<file path="src/rtl/div_ctrl_pkg.sv">
// Shared state type and constants for the iterative-divider control FSM.
// StErr is only present when DIV_BY_ZERO_CHECK_EN is defined.
package div_ctrl_pkg;

    localparam int unsigned ITERS_DEFAULT = 14;
    // External counter preset so that its carry-out fires on the last iteration.
    localparam int unsigned CNT_INIT      = 16 - ITERS_DEFAULT;

`ifdef DIV_BY_ZERO_CHECK_EN
    typedef enum logic [2:0] {
        StIdle,
        StLoad,
        StCalc,
        StDone,
        StErr
    } state_e;
`else
    typedef enum logic [1:0] {
        StIdle,
        StLoad,
        StCalc,
        StDone
    } state_e;
`endif

endpackage

</file>
<file path="src/rtl/div_controller.sv">
// Control FSM for a restoring divider; the iteration counter is an external instance.
// Define DIV_BY_ZERO_CHECK_EN to add the divide-by-zero error state (ERR, dvz flag).
module div_controller
    import div_ctrl_pkg::*;
#(
    parameter int unsigned ITERS = ITERS_DEFAULT,
    parameter int unsigned CNT_W = 4
) (
    input  logic clk,
    input  logic sclr,
    input  logic start,
    input  logic rem_neg,
    input  logic b_zero,
    input  logic cnt_co,
    output logic ld_a,
    output logic ld_b,
    output logic cnt_iz,
    output logic cnt_en,
    output logic sh_en,
    output logic wr_rem,
    output logic q_in,
    output logic ready,
    output logic busy,
    output logic done,
    output logic dvz
);

    if (ITERS < 1 || ITERS > 15) begin : g_bad_iters
        $error("div_controller: ITERS must be in 1..15");
    end
    if (CNT_W < 4) begin : g_bad_cnt_w
        $error("div_controller: CNT_W must be at least 4");
    end

    state_e state_q, state_d;

    always_ff @(posedge clk) begin
        if (sclr) begin
            state_q <= StIdle;
        end else begin
            state_q <= state_d;
        end
    end

    always_comb begin
        state_d = state_q;
        ld_a    = 1'b0;
        ld_b    = 1'b0;
        cnt_iz  = 1'b0;
        cnt_en  = 1'b0;
        sh_en   = 1'b0;
        wr_rem  = 1'b0;
        q_in    = 1'b0;
        ready   = 1'b0;
        busy    = 1'b0;
        done    = 1'b0;
        dvz     = 1'b0;
        unique case (state_q)
            StIdle: begin
                ready = 1'b1;
                if (start) state_d = StLoad;
            end
            StLoad: begin
                ld_a   = 1'b1;
                ld_b   = 1'b1;
                cnt_iz = 1'b1;
`ifdef DIV_BY_ZERO_CHECK_EN
                state_d = b_zero ? StErr : StCalc;
`else
                state_d = StCalc;
`endif
            end
            StCalc: begin
                cnt_en = 1'b1;
                sh_en  = 1'b1;
                busy   = 1'b1;
                // Non-negative trial remainder: keep it and shift in a 1.
                wr_rem = ~rem_neg;
                q_in   = ~rem_neg;
                if (cnt_co) state_d = StDone;
            end
            StDone: begin
                done = 1'b1;
                if (!start) state_d = StIdle;
            end
`ifdef DIV_BY_ZERO_CHECK_EN
            StErr: begin
                done = 1'b1;
                dvz  = 1'b1;
                if (!start) state_d = StIdle;
            end
`endif
            default: state_d = StIdle;
        endcase
    end

`ifndef DIV_BY_ZERO_CHECK_EN
    logic unused_b_zero;
    assign unused_b_zero = b_zero;
`endif

endmodule

</file>
<file path="config.mk">
export PLATFORM = sky130hd
export DESIGN_NAME = div_controller
export DESIGN_NICKNAME = d
export VERILOG_FILES = /design/src/rtl/div_ctrl_pkg.sv /design/src/rtl/div_controller.sv
export SDC_FILE = /design/constraint.sdc
export NUM_CORES = 1
export LEC_CHECK = 0
export BUFFER_PORTS_ARGS = -buffer_cell sky130_fd_sc_hd__buf_2
export CAP_MARGIN = 10
export CORE_AREA = 4 4 41 43
export CTS_BUF_LIST = sky130_fd_sc_hd__clkbuf_2 sky130_fd_sc_hd__clkbuf_4 sky130_fd_sc_hd__clkbuf_8
export CTS_CLUSTER_SIZE = 12
export DETAILED_ROUTE_END_ITERATION = 8
export DIE_AREA = 0 0 45 47
export GPL_TIMING_DRIVEN = 0
export HOLD_SLACK_MARGIN = 0.08
export SYNTH_ARGS = -nofsm -noshare
export SYNTH_HDL_FRONTEND = slang
export SYNTH_SLANG_ARGS = --single-unit
export TNS_END_PERCENT = 5
</file>
<file path="constraint.sdc">
create_clock -name clk -period 1.2 [get_ports clk]
set_input_delay 0.06 -clock clk [delete_from_list [all_inputs] [get_ports clk]]
set_output_delay 0.06 -clock clk [all_outputs]
set_load 0.05 [all_outputs]
</file>
==> flow_summary.ini <==
[global_routing]
grt_max_degree = 7
grt_first_pass_wirelength_um = 696
grt_overflow = 0
track_usage = 0.0489
grt_pass1_vias = 197
grt_antenna_before_repair = 0

[route]
wirelength_um = 468
drt-initial-drc-count = 1
routed-via-count = 203
drtPass1Iterations = 2
wl_per_cell_um = 8.21
postRouteAntennaNets = 0
drc = 0
avgViaCountPerCell = 3.56

[synth]
yosysWarnings = 0
synth_edf_count = 0
mappedNetlistNets = 35
ys_async_sr_fraction = 0
ys_top_cells_by_count = buf_4 (6), ha_1 (4), inv_1 (4)
netlist_top_cells_area = ha_1 (23%), buf_4 (21%), dfxtp_1 (18%)
yosysMostFrequentCell = buf_4
synth-seq-cells = 2
yosysSeqAreaShare = 0.183
synth_top_area_share = 0.229
synthCells = 25
avgSynthCellArea_um2 = 8.76
synth_area_um2 = 219
ys.flop_type = dfxtp_1
ys_types = 11
yosysTopAreaCell = ha_1

[floorplan]
fp-row-count = 13
die_w_um = 45
start_util = 0.168
dieArea_um2 = 2120
chipHeight_um = 47
core_area_um2 = 1300
io-pin-count = 17

[timing]
period_needed_ns = 1.24
setup_tns_ns = -0.0807
finalClockSkew_ns = 0.00218
setup_slack_ns = -0.0412
finalMaxSlewViolations = 0
setup_violations = 3
rsz0062_at_grt = true
holdWs_ns = 0.107
fmax_mhz = 806
finalHoldViolCount = 0
period_share = 1.03

[finish]
nets = 54
final_util = 0.322
largest_reg_flops = 2
multi_input_area_um2 = 154
area_growth_pct = 91.4
insertedDiodeCount = 0
layout-drive-gt1-share = 0.786
nFillCells = 146
top_regs = state_q x2
seq_area_um2 = 47.5
top_register = state_q

[run]
maxCapViolCount = 0

[hold_path]
hp-class = in -> reg
hold_depth = 3

[setup_path]
cp_max_fo = 6
cp-start-kind = flip-flop
max_stage_delay_ns = 0.35
cp.required_ns = 1.14
end_kind = output port
critical_path_class = reg -> out
crit_cells = 5
r2r_cells = 5
cp_data_arrival_time_ns = 1.18
cp_cell_sequence = inv_4 -> ha_4 -> nor2b_4 -> buf_6 -> buf_8
crit_family = flip-flops
cpMaxStageDelayCell = dfxtp_4
path_buf_inv = 3

[clock_tree]
cts_tree = built
cts.sinks = 2
cts_root_buf = clkbuf_4
path_clk_slew_ns = 0.03
cts_buffer_depth = 2
numCtsBuffers = 3
ctsHoldBuffers = 0
cts_setup_buffers = 0
h-tree-depth = 1
clock_latency_ns = 0.22

[placement]
place_ws_ns = -0.101
gp_congestion = 0.572
io_buffers = 14

[outcome]
violations = negative setup slack
outcome = complete, but fails checks
==> per-layer routing <==
layer / up-vias / GRT usage / share of wire
li1: 108 / - / -
met1: 84 / 0.0474 / 0.42
met2: 11 / 0.0734 / 0.45
met3: 0 / 0.0460 / 0.13
met4: 0 / 0.0175 / 0
met5: - / 0 / 0
==> kinds of logic (layout without fill, tap and decap cells) <==
family                     count (synthesis)  after routing  share of synthesized area
buffers and inverters                     10             27                      0.274
and+or+nand+nor                            4              4                     0.0914
adders and majority gates                  4              4                      0.229
muxes                                      1              1                     0.0457
other                                      1              1                     0.0171
DFF                                        2              2                      0.183
AOI/OAI and AO/OA                          3              3                      0.160
==> repair_timing <==
item                                    CTS  global route
hold endpoints to repair                  0             0
pin swaps                                 1             1
endpoints found under the setup margin    9             9
gates resized for setup                  14             3
==> cell usage in the layout, fill, tap and decap left out, drive strengths merged <==
cell type and count:
o211a 1, ha 4, nand2 2, inv 4, a221oi 1, dfxtp 2, buf 19, mux2i 1
a211o 1, clkbuf 4, conb 1, nor2b 2
==> final cells by class <==
cell class | instances | share of cell area
Multi-Input combinational cell | 13 | 0.367
Timing Repair Buffer | 14 | 0.263
Buffer | 6 | 0.116
Sequential cell | 2 | 0.113
Clock buffer | 3 | 0.0537
Tap cell | 15 | 0.0448
Inverter | 4 | 0.0418
==> through the flow <==
stage	instances	instance area, um^2
global placement	54	349
floorplan	25	260
detailed placement	54	349
finish	57	419
global route	57	419
CTS	57	409
==> path summary, 6_finish.rpt <==
kind | slack (ns) | to | startpoint
max | -0.04 | wr_rem | state_q[0]
min | 0.11 | state_q[0] | sclr
max reg2reg | -0.03 | state_q[1] | state_q[1]
min reg2reg | 0.51 | state_q[1] | state_q[1]
==> worst min-delay path, cell delays in order <==
cell and delay (ns):
buf_2 0.08, inv_1 0.05, o211a_1 0.10
Power is not shown: default switching activity piles up to over one toggle a cycle in this logic, so the estimate is an artifact.
